<file path="config.mk">
export PLATFORM = sky130hd
export DESIGN_NAME = dcache_responder
export DESIGN_NICKNAME = d
export VERILOG_FILES = /design/src/rtl/dcache_responder.sv
export SDC_FILE = /design/constraint.sdc
export NUM_CORES = 1
export LEC_CHECK = 0
export BUFFER_PORTS_ARGS = -buffer_cell sky130_fd_sc_hd__buf_2
export CAP_MARGIN = 15
export CORE_ASPECT_RATIO = 1.75
export CORE_MARGIN = 1.5
export CORE_UTILIZATION = 50
export CTS_BUF_LIST = sky130_fd_sc_hd__clkbuf_8
export CTS_CLUSTER_SIZE = 40
export DETAILED_ROUTE_END_ITERATION = 7
export PLACE_DENSITY = 0.72
export SYNTH_ARGS = -nofsm -noshare
export SYNTH_HDL_FRONTEND = slang
export SYNTH_SLANG_ARGS = --single-unit
export TNS_END_PERCENT = 100
</file>
<file path="constraint.sdc">
create_clock -name clk -period 6.75 [get_ports clk]
set_input_delay 1.0125 -clock clk [delete_from_list [all_inputs] [get_ports clk]]
set_output_delay 1.0125 -clock clk [all_outputs]
set_load 0.05 [all_outputs]
</file>
<file path="src/rtl/dcache_responder.sv">
// Direct-mapped, write-through, no-write-allocate data cache between mipsCore and a single-word
// req/ack memory. Define DCACHE_STATS_EN to add the hitCnt/missCnt counter outputs.
module dcache_responder #(
  parameter int LINES  = 16,
  parameter int ADDR_W = 32
) (
  input  logic              clk,
  input  logic              rst,
  input  logic [ADDR_W-1:0] dCacheAddr,
  input  logic              dCacheReadEn,
  input  logic              dCacheWriteEn,
  input  logic [31:0]       dCacheWriteData,
  output logic [31:0]       dCacheReadData,
  output logic              dCacheStall,
  output logic              memReq,
  output logic              memWe,
  output logic [ADDR_W-1:0] memAddr,
  output logic [31:0]       memWData,
  input  logic              memAck,
  input  logic [31:0]       memRData
`ifdef DCACHE_STATS_EN
  ,
  output logic [31:0]       hitCnt,
  output logic [31:0]       missCnt
`endif
);

  localparam int IDXW = $clog2(LINES);
  localparam int TAGW = ADDR_W - IDXW - 2;

  typedef enum logic [1:0] {IDLE, REFILL, WRITE, WDONE} state_t;

  state_t              state_q, state_d;
  logic                memreq_q, memreq_d;
  logic                memwe_q, memwe_d;
  logic [ADDR_W-1:0]   memaddr_q, memaddr_d;
  logic [31:0]         memwdata_q, memwdata_d;
  logic [LINES-1:0]    valid_q;

  logic [TAGW-1:0]     tag_mem  [LINES];
  logic [31:0]         data_mem [LINES];

  logic [ADDR_W-1:0]   core_waddr;
  logic [IDXW-1:0]     core_idx, mem_idx;
  logic [TAGW-1:0]     core_tag, mem_tag;
  logic                core_hit, mem_hit;
  logic                stall_c;
  logic [31:0]         rdata_c;
  logic                fill_en, wupd_en;

  // Byte-lane bits are masked rather than sliced off so the whole address bus is consumed.
  assign core_waddr = dCacheAddr & ~(ADDR_W'(3));
  assign core_idx   = dCacheAddr[IDXW+1:2];
  assign core_tag   = dCacheAddr[ADDR_W-1:IDXW+2];
  assign mem_idx    = memaddr_q[IDXW+1:2];
  assign mem_tag    = memaddr_q[ADDR_W-1:IDXW+2];
  assign core_hit   = valid_q[core_idx] && (tag_mem[core_idx] == core_tag);
  assign mem_hit    = valid_q[mem_idx] && (tag_mem[mem_idx] == mem_tag);

  always_comb begin
    state_d    = state_q;
    memreq_d   = memreq_q;
    memwe_d    = memwe_q;
    memaddr_d  = memaddr_q;
    memwdata_d = memwdata_q;
    stall_c    = 1'b0;
    rdata_c    = 32'h0;
    fill_en    = 1'b0;
    wupd_en    = 1'b0;
    case (state_q)
      IDLE: begin
        if (dCacheWriteEn) begin
          stall_c    = 1'b1;
          state_d    = WRITE;
          memreq_d   = 1'b1;
          memwe_d    = 1'b1;
          memaddr_d  = core_waddr;
          memwdata_d = dCacheWriteData;
        end else if (dCacheReadEn) begin
          if (core_hit) begin
            rdata_c = data_mem[core_idx];
          end else begin
            stall_c   = 1'b1;
            state_d   = REFILL;
            memreq_d  = 1'b1;
            memwe_d   = 1'b0;
            memaddr_d = core_waddr;
          end
        end
      end
      REFILL: begin
        stall_c = 1'b1;
        if (memAck) begin
          fill_en  = 1'b1;
          memreq_d = 1'b0;
          state_d  = IDLE;
        end
      end
      WRITE: begin
        stall_c = 1'b1;
        if (memAck) begin
          // Write-through only refreshes a line that already holds this address.
          wupd_en  = mem_hit;
          memreq_d = 1'b0;
          memwe_d  = 1'b0;
          state_d  = WDONE;
        end
      end
      WDONE: begin
        state_d = IDLE;
      end
      default: begin
        state_d = IDLE;
      end
    endcase
  end

  assign dCacheStall    = rst & stall_c;
  assign dCacheReadData = rst ? rdata_c : 32'h0;
  assign memReq         = memreq_q;
  assign memWe          = memwe_q;
  assign memAddr        = memaddr_q;
  assign memWData       = memwdata_q;

  always_ff @(posedge clk or negedge rst) begin
    if (!rst) begin
      state_q    <= IDLE;
      memreq_q   <= 1'b0;
      memwe_q    <= 1'b0;
      memaddr_q  <= '0;
      memwdata_q <= 32'h0;
      valid_q    <= '0;
    end else begin
      state_q    <= state_d;
      memreq_q   <= memreq_d;
      memwe_q    <= memwe_d;
      memaddr_q  <= memaddr_d;
      memwdata_q <= memwdata_d;
      if (fill_en) valid_q[mem_idx] <= 1'b1;
    end
  end

  // Tag/data arrays carry no reset; valid bits alone qualify them.
  always_ff @(posedge clk) begin
    if (rst && fill_en) begin
      tag_mem[mem_idx]  <= mem_tag;
      data_mem[mem_idx] <= memRData;
    end else if (rst && wupd_en) begin
      data_mem[mem_idx] <= memwdata_q;
    end
  end

`ifdef DCACHE_STATS_EN
  logic        hit_evt, miss_evt;
  logic [31:0] hitcnt_q, misscnt_q;

  assign hit_evt  = (state_q == IDLE) && !dCacheWriteEn && dCacheReadEn && core_hit;
  assign miss_evt = (state_q == IDLE) && (state_d == REFILL);

  always_ff @(posedge clk or negedge rst) begin
    if (!rst) begin
      hitcnt_q  <= 32'h0;
      misscnt_q <= 32'h0;
    end else begin
      if (hit_evt)  hitcnt_q  <= hitcnt_q + 32'd1;
      if (miss_evt) misscnt_q <= misscnt_q + 32'd1;
    end
  end

  assign hitCnt  = hitcnt_q;
  assign missCnt = misscnt_q;
`endif

endmodule
</file>
==> out/summary.md, run 1 <==
### Status
- **run status** completed

### Timing
- **final count of pins violating max slew** 0
- **least setup slack across all paths after layout** 0.3685 ns
- **upper clock frequency limit** 0.1567 GHz
- **maximum clock skew at final layout** 0.03170 ns
- **final hold slack** 0.4034 ns
- **transition time of the tightest slew-check pin** 1.088 ns
- **setup TNS after final layout** 0 ns
- **Fin. Hold Viols** 0
- **setup repair after global routing missed its margin** no
- **fin crit period** 6.381 ns
- **portion of the clock cycle consumed by the worst path in the final layout** 0.9454
- **max_slew headroom** 0.2747
- **final setup violation count** 0

### Route
- **DRC marker count from the first detailed-route iteration** 2,051
- **# DRC** 0
- **final routed wire length divided by cell count** 30.26 µm
- **remaining antenna violation count after routing** 0
- **Via Count** 22,570
- **Routed Wire Length** 108,700 µm
- **number of iterations in the first detailed-routing pass** 5
- **via density per instance** 6.285

### Place
- **pre-CTS setup slack** 0.4378 ns
- **RePlAce Congestion** 0.8529
- **number of buffer cells added on primary ports** 195
- **cell area after placement** 46,190 µm²
- **Detail Placement HPWL** 64,160 µm

### Synth
- **number of enable flip-flop cells after synthesis** 928
- **post-synthesis instance area** 43,340 µm²
- **cell count after synthesis** 2,028
- **Post-Synthesis Mean Instance Area** 21.37 µm²
- **leading cell types by count after synthesis** sky130_fd_sc_hd__edfxtp_1, sky130_fd_sc_hd__mux4_2, sky130_fd_sc_hd__dfrtp_1
- **fraction of the yosys area taken by sequential cells** 0.6903
- **register bit total from synthesis** 1,010
- **most used standard cell by instance count after synthesis** sky130_fd_sc_hd__edfxtp_1
- **count of cell types in the netlist** 64
- **Yosys warnings** 0
- **most instantiated flip-flop cell in the synthesis netlist** sky130_fd_sc_hd__edfxtp_1
- **top post-synthesis cells by area** sky130_fd_sc_hd__edfxtp_1, sky130_fd_sc_hd__mux4_2, sky130_fd_sc_hd__dfrtp_1
- **cell type contributing the most total cell area after synthesis** sky130_fd_sc_hd__edfxtp_1
- **FFs w/ async S/R, synth** 0.08119
- **share of the synthesized area in the top cell type** 0.6429

### Critical path
- **Reg-to-Reg Start** memAddr[2]$_DFFE_PN0P_
- **launching element type of the critical path** primary input
- **launching instance or port of the critical path** dCacheAddr[3]
- **gate family responsible for the most delay along the worst path** simple AND/OR/NAND/NOR gates
- **cells on worst reg2reg path** 11
- **data required time of the critical path** 5.74 ns
- **buffer and inverter count on the worst path** 4
- **Reg-to-Reg End** data_mem[14][6]$_DFFE_PP_
- **CP Cell Sequence** buf_6 > buf_4 > mux4_2 > mux2i_1 > mux2i_1 > xnor2_1 > o2111ai_1 > nor4b_1 > and4_1 > nand3_2 > buf_12 > nor2b_1 > buf_2
- **Critical-path top delay cell** sky130_fd_sc_hd__nor4b_1
- **setup slack, reg-to-reg** 1.17 ns
- **most numerous cell on the critical path** sky130_fd_sc_hd__mux2i_1
- **category of the critical setup timing path** in -> out
- **crit path capture** dCacheReadData[1]
- **critical path endpoint category** output port
- **maximum fanout along the worst path** 49
- **logic depth of the worst path, buffers included** 13
- **crit path DAT** 5.37 ns
- **CP peak stage delay** 0.72 ns

### Layout
- **fraction of final layout cells with drive strength greater than 1** 0.3964
- **total area of multi-input combinational cells** 12,960 µm²
- **area of all placed cells without fillers** 48,980 µm²
- **Sequential cell area** 29,930 µm²
- **count of fill cells added during filler insertion** 6,317
- **share of the core filled with cells** 0.5708
- **relative area change from synthesis to final layout** 13.02%
- **Final #Nets** 2,425

### CTS
- **clock buffer count from CTS** 147
- **number of gates given a new drive strength after cts** 0
- **clk_lat worst skew** 0.85 ns
- **CTS Root Buffer Type** sky130_fd_sc_hd__clkbuf_8
- **H-tree depth** 4
- **clock tree from TritonCTS** done
- **post-CTS repair timing setup buffer count** 0
- **clock-pin slew on the worst setup and hold paths** 0.07 ns
- **buffer depth of the longest clock path** 3
- **number of hold buffers added after CTS** 0
- **count of clock tree sinks** 1,010

### Floorplanning
- **overall die area** 88,530 µm²
- **count of standard-cell rows** 142
- **initial core utilization** 0.5051
- **area of the core** 85,810 µm²
- **die span in x** 225.6 µm
- **Ports** 200
- **die height** 392.5 µm

### Pwr
- **leakage power total** 0.01634 µW
- **power density of the placed cells** 345.7 nW/µm²
- **VDD IR max** 0.2746 mV

### Global route
- **via count of the first global-routing pass** 23,970
- **pin count of the biggest net entering global routing** 109
- **number of antenna violations at the first check in global routing** 6
- **remaining global-route overflow** 0
- **overall track demand over capacity in global routing** 0.2531
- **wire length of the first global-routing pass** 157,200 µm

### Min path
- **hold path cells** 2
- **worst hold-check path type** in -> reg

### Flow run
- **number of maximum-capacitance constraint violations** 0

metrics by stage:
stage | std cells | power (µW)
after floorplan | 2029 | 11090
after global placement | 3323 | 12280
after detailed placement | 3323 | 12400
after CTS | 3589 | 17070
after global routing | 3591 | 17580
final | 3591 | 16940
worst reg2reg max path, cell delays in order (launching register included):
cell	delay (ns)
sky130_fd_sc_hd__dfrtp_4	1.09
sky130_fd_sc_hd__buf_4	0.46
sky130_fd_sc_hd__buf_4	0.40
sky130_fd_sc_hd__mux4_2	0.55
sky130_fd_sc_hd__mux4_2	0.50
sky130_fd_sc_hd__xor2_1	0.15
sky130_fd_sc_hd__or4_1	0.58
sky130_fd_sc_hd__nor2_1	0.15
sky130_fd_sc_hd__a21o_1	0.21
sky130_fd_sc_hd__nand3_1	0.35
sky130_fd_sc_hd__nor2_4	0.19
sky130_fd_sc_hd__buf_4	0.56
cell type report:
type | instances | area share
well taps | 1152 | 0.02943
multi-input cells | 883 | 0.2646
flip-flops and latches | 1010 | 0.6110
clock inverters | 110 | 0.01313
diodes | 2 | 0.0001022
inverters | 10 | 0.0007918
clock buffers | 156 | 0.04383
repair buffers | 268 | 0.03714
cell usage in the layout (no fill, tap or decap), drive strengths merged, types with 39 or more instances in the layout:
master / n
nor2: 45
clkbuf: 157
buf: 267
xnor2: 39
mux2i: 67
mux4: 384
clkinv: 53
nor2b: 43
edfxtp: 928
dfrtp: 82
mux2: 96
inv: 60
metal layers:
layer / vias up / track usage / routed length [µm]
met1: 11960 / 0.2881 / 36880
met4: 8 / 0.1253 / 5271
li1: 9182 / - / -
met5: - / 0 / 53
met2: 1133 / 0.4480 / 58220
met3: 282 / 0.05641 / 8248
sequential cells by signal, summed over array words and instances (netlist names):
name	count
data_mem	512
memAddr	30
memReq	1
memWData	32
memWe	1
state_q	2
tag_mem	416
valid_q	16
power by group:
| part | internal, µW | switching, µW |
|---|---|---|
| clock network | 2380 | 2310 |
| logic | 1670 | 2260 |
| registers | 7560 | 763 |
| total | 11600 | 5330 |
how the worst min path moves through the flow:
stage                                 startpoint                  endpoint
final                              dCacheAddr[8]    memAddr[8]$_DFFE_PN0P_
after global routing         dCacheWriteData[14]  memWData[14]$_DFFE_PN0P_
after CTS                     dCacheWriteData[0]   memWData[0]$_DFFE_PN0P_
after detailed placement  valid_q[4]$_DFFE_PN0P_    valid_q[4]$_DFFE_PN0P_
after global placement    valid_q[4]$_DFFE_PN0P_    valid_q[4]$_DFFE_PN0P_
after floorplan           valid_q[0]$_DFFE_PN0P_    valid_q[0]$_DFFE_PN0P_
kinds of logic after synthesis:
family          Yosys count  synth area share
compound gates           98           0.01660
xor+xnor                 55           0.01111
fa+ha+maj                 4          0.001155
buf+inv                 136           0.01640
flops                  1010            0.6903
mux                     547            0.2425
other cells               1        0.00008652
simple gates            177           0.02182
Note: power is estimated with default switching activity, not from simulation.
==> run 2: changes to the inputs <==
CORE_MARGIN = 2   (was 1.5)
==> run 2 against run 1 <==
Die area grew 0.70%. Critical path depth did not move. Global-route usage down 0.33 points. Non-clock buffer count is 8 higher. Clock power increased by 3%. Sequential cell count unchanged. Register-to-register slack gained 0.07 ns. Critical path type unchanged. Highest routed layer unchanged. Clock skew down 0.0023 ns. Critical endpoint is now dCacheReadData[11]. Routed wire length is 0.38% higher.
==> out/summary.md, run 2 (same netlist as run 1, synthesis figures left out) <==
### Floorplanning
- **overall die area** 89,150 µm²
- **die height** 393.5 µm
- **die span in x** 226.6 µm
- **area of the core** 85,810 µm²
- **initial core utilization** 0.5051
- **count of standard-cell rows** 142
- **Ports** 200

### Pwr
- **total power after layout** 17,080 µW
- **VDD IR max** 0.3233 mV
- **power density of the placed cells** 347.3 nW/µm²
- **leakage power total** 0.01641 µW

### Place
- **number of buffer cells added on primary ports** 195
- **pre-CTS setup slack** 0.5626 ns
- **RePlAce Congestion** 0.8376
- **Detail Placement HPWL** 65,260 µm

### Global route
- **wire length of the first global-routing pass** 157,900 µm
- **number of antenna violations at the first check in global routing** 5
- **via count of the first global-routing pass** 24,120
- **overall track demand over capacity in global routing** 0.2498
- **pin count of the biggest net entering global routing** 111
- **remaining global-route overflow** 0

### Layout
- **most common cell after layout, fill and taps aside** sky130_fd_sc_hd__edfxtp_1
- **relative area change from synthesis to final layout** 13.48%
- **fraction of final layout cells with drive strength greater than 1** 0.3999
- **total area of multi-input combinational cells** 12,960 µm²
- **register ranked first by flip-flop count** data_mem
- **share of the core filled with cells** 0.5731
- **Final #Nets** 2,430
- **commonest cells after routing, fill and taps aside** sky130_fd_sc_hd__edfxtp_1, sky130_fd_sc_hd__mux4_2, sky130_fd_sc_hd__buf_2, sky130_fd_sc_hd__clkbuf_8, sky130_fd_sc_hd__dfrtp_1
- **max reg flops** 512
- **Sequential cell area** 29,930 µm²
- **count of fill cells added during filler insertion** 6,315

### CTS
- **clock tree from TritonCTS** done
- **post-CTS repair timing setup buffer count** 0
- **clock buffer count from CTS** 144
- **number of gates given a new drive strength after cts** 0
- **buffer depth of the longest clock path** 3
- **CTS Root Buffer Type** sky130_fd_sc_hd__clkbuf_8
- **clock-pin slew on the worst setup and hold paths** 0.07 ns
- **count of clock tree sinks** 1,010
- **clk_lat worst skew** 0.84 ns
- **H-tree depth** 4
- **number of hold buffers added after CTS** 0

### Timing
- **upper clock frequency limit** 0.1618 GHz
- **final hold slack** 0.1264 ns
- **max_slew headroom** 0.2557
- **final setup violation count** 0
- **maximum clock skew at final layout** 0.02941 ns
- **setup TNS after final layout** 0 ns
- **portion of the clock cycle consumed by the worst path in the final layout** 0.9154
- **least setup slack across all paths after layout** 0.5714 ns
- **setup repair after global routing missed its margin** no
- **Fin. Hold Viols** 0
- **transition time of the tightest slew-check pin** 1.116 ns
- **fin crit period** 6.179 ns
- **final count of pins violating max slew** 0

### Route
- **final routed wire length divided by cell count** 30.33 µm
- **via density per instance** 6.279
- **number of iterations in the first detailed-routing pass** 5
- **# DRC** 0
- **Routed Wire Length** 109,100 µm
- **remaining antenna violation count after routing** 0
- **Via Count** 22,590
- **DRC marker count from the first detailed-route iteration** 2,154

### Critical path
- **crit path DAT** 5.17 ns
- **buffer and inverter count on the worst path** 4
- **Critical-path top delay cell** sky130_fd_sc_hd__nor4b_1
- **CP Cell Sequence** buf_8 > buf_4 > mux4_2 > mux2i_1 > mux2i_1 > xnor2_1 > o2111ai_1 > nor4b_1 > and4_1 > nand3_2 > buf_12 > nor2b_1 > buf_12
- **category of the critical setup timing path** in -> out
- **gate family responsible for the most delay along the worst path** simple AND/OR/NAND/NOR gates
- **launching element type of the critical path** primary input
- **critical path endpoint category** output port
- **data required time of the critical path** 5.74 ns
- **maximum fanout along the worst path** 42
- **CP peak stage delay** 0.67 ns

### Flow run
- **number of maximum-capacitance constraint violations** 0

### Status
- **run status** completed

### Min path
- **worst hold-check path type** in -> async

run 2: layout make-up:
class / count / area share
timing repair buffer: 276 / 0.03933
inverter: 10 / 0.0007886
clock buffer: 154 / 0.04309
multi-input combinational: 883 / 0.2635
clock inverter: 110 / 0.01537
tap: 1152 / 0.02931
antenna: 2 / 0.0001018
sequential: 1010 / 0.6085
run 2: worst paths after layout:
kind	endpoint	cells past startpoint	start	slack (ns)
min in group clk	memWData[10]$_DFFE_PN0P_	2	dCacheWriteData[10]	0.41
setup / recovery	dCacheReadData[11]	13	dCacheAddr[2]	0.57
hold reg to reg	valid_q[0]$_DFFE_PN0P_	1	valid_q[0]$_DFFE_PN0P_	0.49
hold / removal	valid_q[9]$_DFFE_PN0P_	1	rst	0.13
setup reg to reg	data_mem[13][5]$_DFFE_PP_	11	memAddr[2]$_DFFE_PN0P_	1.24
max in group asynchronous	memAddr[2]$_DFFE_PN0P_	2	rst	5.52
run 2: routing by layer:
metal  up-vias  GRT usage  wire [µm]
met4         4     0.1222       5156
met1     11980     0.2875      37670
met3       280    0.04865       7519
met5         -          0         30
met2      1120     0.4430      58720
li1       9201          -          -
run 2: stage by stage:
step | instances | area, µm²
6_report | 3597 | 49180
5_1_grt | 3597 | 49180
4_1_cts | 3595 | 49180
3_5_place_dp | 3331 | 46300
3_3_place_gp | 3331 | 46300
2_1_floorplan | 2029 | 43350
run 2: power by group:
part	switching [µW]	internal [µW]	total [µW]
clock	2310	2510	4820
sequential	768	7550	8320
combinational	2250	1680	3940
total	5330	11700	17100
==> run 3: changes to the inputs <==
CORE_MARGIN = not set   (was 2)
==> run 3 against run 2 <==
Global-route usage is 0.35 points higher. Non-clock buffer count is 13 lower. Clock skew increased by 0.012 ns. Sequential cell count unchanged. Clock power decreased by 0.8%. Fmax decreased by 1.9%. Critical path type unchanged.
==> out/summary.md, run 3 (same netlist as run 1, synthesis figures left out) <==
### Place
- **RePlAce Congestion** 0.8188
- **cell area after placement** 46,050 µm²
- **Cell Count Post-Placement** 3,318
- **Detail Placement HPWL** 63,780 µm
- **number of buffer cells added on primary ports** 195

### Timing
- **portion of the clock cycle consumed by the worst path in the final layout** 0.9334
- **max_slew headroom** 0.3057
- **final setup violation count** 0
- **transition time of the tightest slew-check pin** 1.042 ns
- **fin crit period** 6.300 ns
- **final hold slack** 0.1724 ns
- **setup TNS after final layout** 0 ns
- **setup repair after global routing missed its margin** no
- **maximum clock skew at final layout** 0.04160 ns
- **upper clock frequency limit** 0.1587 GHz
- **final count of pins violating max slew** 0
- **Fin. Hold Viols** 0

### Floorplanning
- **area of the core** 85,810 µm²
- **count of standard-cell rows** 142
- **initial core utilization** 0.5051
- **Ports** 200
- **die span in x** 224.6 µm
- **die height** 391.5 µm
- **overall die area** 87,910 µm²

### Layout
- **count of fill cells added during filler insertion** 6,315
- **total area of multi-input combinational cells** 12,960 µm²
- **Sequential cell area** 29,930 µm²
- **Final #Nets** 2,416
- **register ranked first by flip-flop count** data_mem
- **commonest cells after routing, fill and taps aside** sky130_fd_sc_hd__edfxtp_1, sky130_fd_sc_hd__mux4_2, sky130_fd_sc_hd__buf_2, sky130_fd_sc_hd__clkbuf_8, sky130_fd_sc_hd__dfrtp_1
- **fraction of final layout cells with drive strength greater than 1** 0.3960
- **max reg flops** 512
- **area of all placed cells without fillers** 48,880 µm²
- **most common cell after layout, fill and taps aside** sky130_fd_sc_hd__edfxtp_1
- **relative area change from synthesis to final layout** 12.78%
- **non-filler instance count after layout** 3,575

### Critical path
- **launching element type of the critical path** primary input
- **CP peak stage delay** 0.85 ns
- **launching instance or port of the critical path** dCacheAddr[3]
- **crit path DAT** 5.29 ns
- **CP Cell Sequence** buf_6 > and2_1 > a221oi_1 > nor3b_1 > o32ai_1 > a2111o_1 > nor4_2 > and4_1 > nand3_2 > buf_4 > nor2b_1 > buf_12
- **data required time of the critical path** 5.74 ns
- **critical path endpoint category** output port
- **cells on worst reg2reg path** 11
- **Reg-to-Reg End** data_mem[12][5]$_DFFE_PP_
- **crit path capture** dCacheReadData[6]
- **Critical-path top delay cell** sky130_fd_sc_hd__and2_1
- **maximum fanout along the worst path** 43
- **Reg-to-Reg Start** memAddr[2]$_DFFE_PN0P_
- **category of the critical setup timing path** in -> out
- **setup slack, reg-to-reg** 1.08 ns

### Flow run
- **number of maximum-capacitance constraint violations** 0

### CTS
- **post-CTS repair timing setup buffer count** 0
- **buffer depth of the longest clock path** 3
- **clk_lat worst skew** 0.87 ns
- **clock-pin slew on the worst setup and hold paths** 0.07 ns
- **H-tree depth** 4
- **number of gates given a new drive strength after cts** 0
- **clock tree from TritonCTS** done
- **number of hold buffers added after CTS** 0
- **count of clock tree sinks** 1,010
- **clock buffer count from CTS** 143
- **CTS Root Buffer Type** sky130_fd_sc_hd__clkbuf_8

### Route
- **final routed wire length divided by cell count** 30.17 µm
- **Routed Wire Length** 107,900 µm
- **Via Count** 22,510
- **DRC marker count from the first detailed-route iteration** 2,136
- **number of iterations in the first detailed-routing pass** 5
- **remaining antenna violation count after routing** 0
- **# DRC** 0
- **via density per instance** 6.296

### Global route
- **overall track demand over capacity in global routing** 0.2533
- **number of antenna violations at the first check in global routing** 2
- **remaining global-route overflow** 0
- **pin count of the biggest net entering global routing** 108
- **via count of the first global-routing pass** 24,100
- **wire length of the first global-routing pass** 157,100 µm

### Status
- **run status** completed

### Pwr
- **power density of the placed cells** 348.0 nW/µm²
- **leakage power total** 0.01627 µW
- **VDD IR max** 0.3841 mV

### Min path
- **worst hold-check path type** in -> async

==> run 3: cell count changes in the layout (fill, tap and decap cells not counted), sizes merged <==
| cell | before | now |
|---|---|---|
| diode | 2 | 1 |
| bufinv | 10 | 8 |
| clkbuf | 155 | 159 |
| buf | 275 | 262 |
| clkinv | 47 | 41 |
| inv | 59 | 55 |
==> run 3: where the power goes <==
part / internal (µW) / switching [µW]
clock network: 2470 / 2310
logic: 1660 / 2290
registers: 7560 / 734
==> run 3: worst min path at each step <==
stage / start / endpoint / cells past startpoint
after floorplan: valid_q[0]$_DFFE_PN0P_ / valid_q[0]$_DFFE_PN0P_ / 1
after global placement: valid_q[0]$_DFFE_PN0P_ / valid_q[0]$_DFFE_PN0P_ / 1
after detailed placement: valid_q[0]$_DFFE_PN0P_ / valid_q[0]$_DFFE_PN0P_ / 1
after CTS: rst / memWData[11]$_DFFE_PN0P_ / 1
after global routing: rst / memWData[11]$_DFFE_PN0P_ / 1
final: rst / memWData[11]$_DFFE_PN0P_ / 1
==> run 3: cell type report <==
class                           instances  share of cell area
Timing Repair Buffer                  263             0.03440
Sequential cell                      1010              0.6123
Clock inverter                         98             0.01334
Inverter                               10           0.0007935
Antenna cell                            1          0.00005119
Tap cell                             1152             0.02949
Multi-Input combinational cell        883              0.2652
Clock buffer                          158             0.04449
==> run 3: worst max-delay path, delay by kind of cell <==
family	cells	cell delay (ns)
AO/OA/AOI/OAI	3	0.84
buffers and inverters	3	0.87
AND/OR/NAND/NOR	6	2.43
==> run 3: per-stage QoR <==
step                  util  total power, µW  setup WS, ns
finish              0.5696            17010        0.4497
detailed placement  0.5366            12390        0.5013
global placement    0.5366            12260        0.5639
floorplan                -            11090         1.323
global route        0.5696            17600        0.3238
CTS                 0.5696            17130        0.4826
==> run 3: routing by layer <==
metal,GRT usage,up-vias,share of wire
met3,0.05149,302,0.071
met2,0.4401,1116,0.53
met5,0,-,0.00012
li1,-,9162,-
met4,0.1458,2,0.052
met1,0.2900,11930,0.35
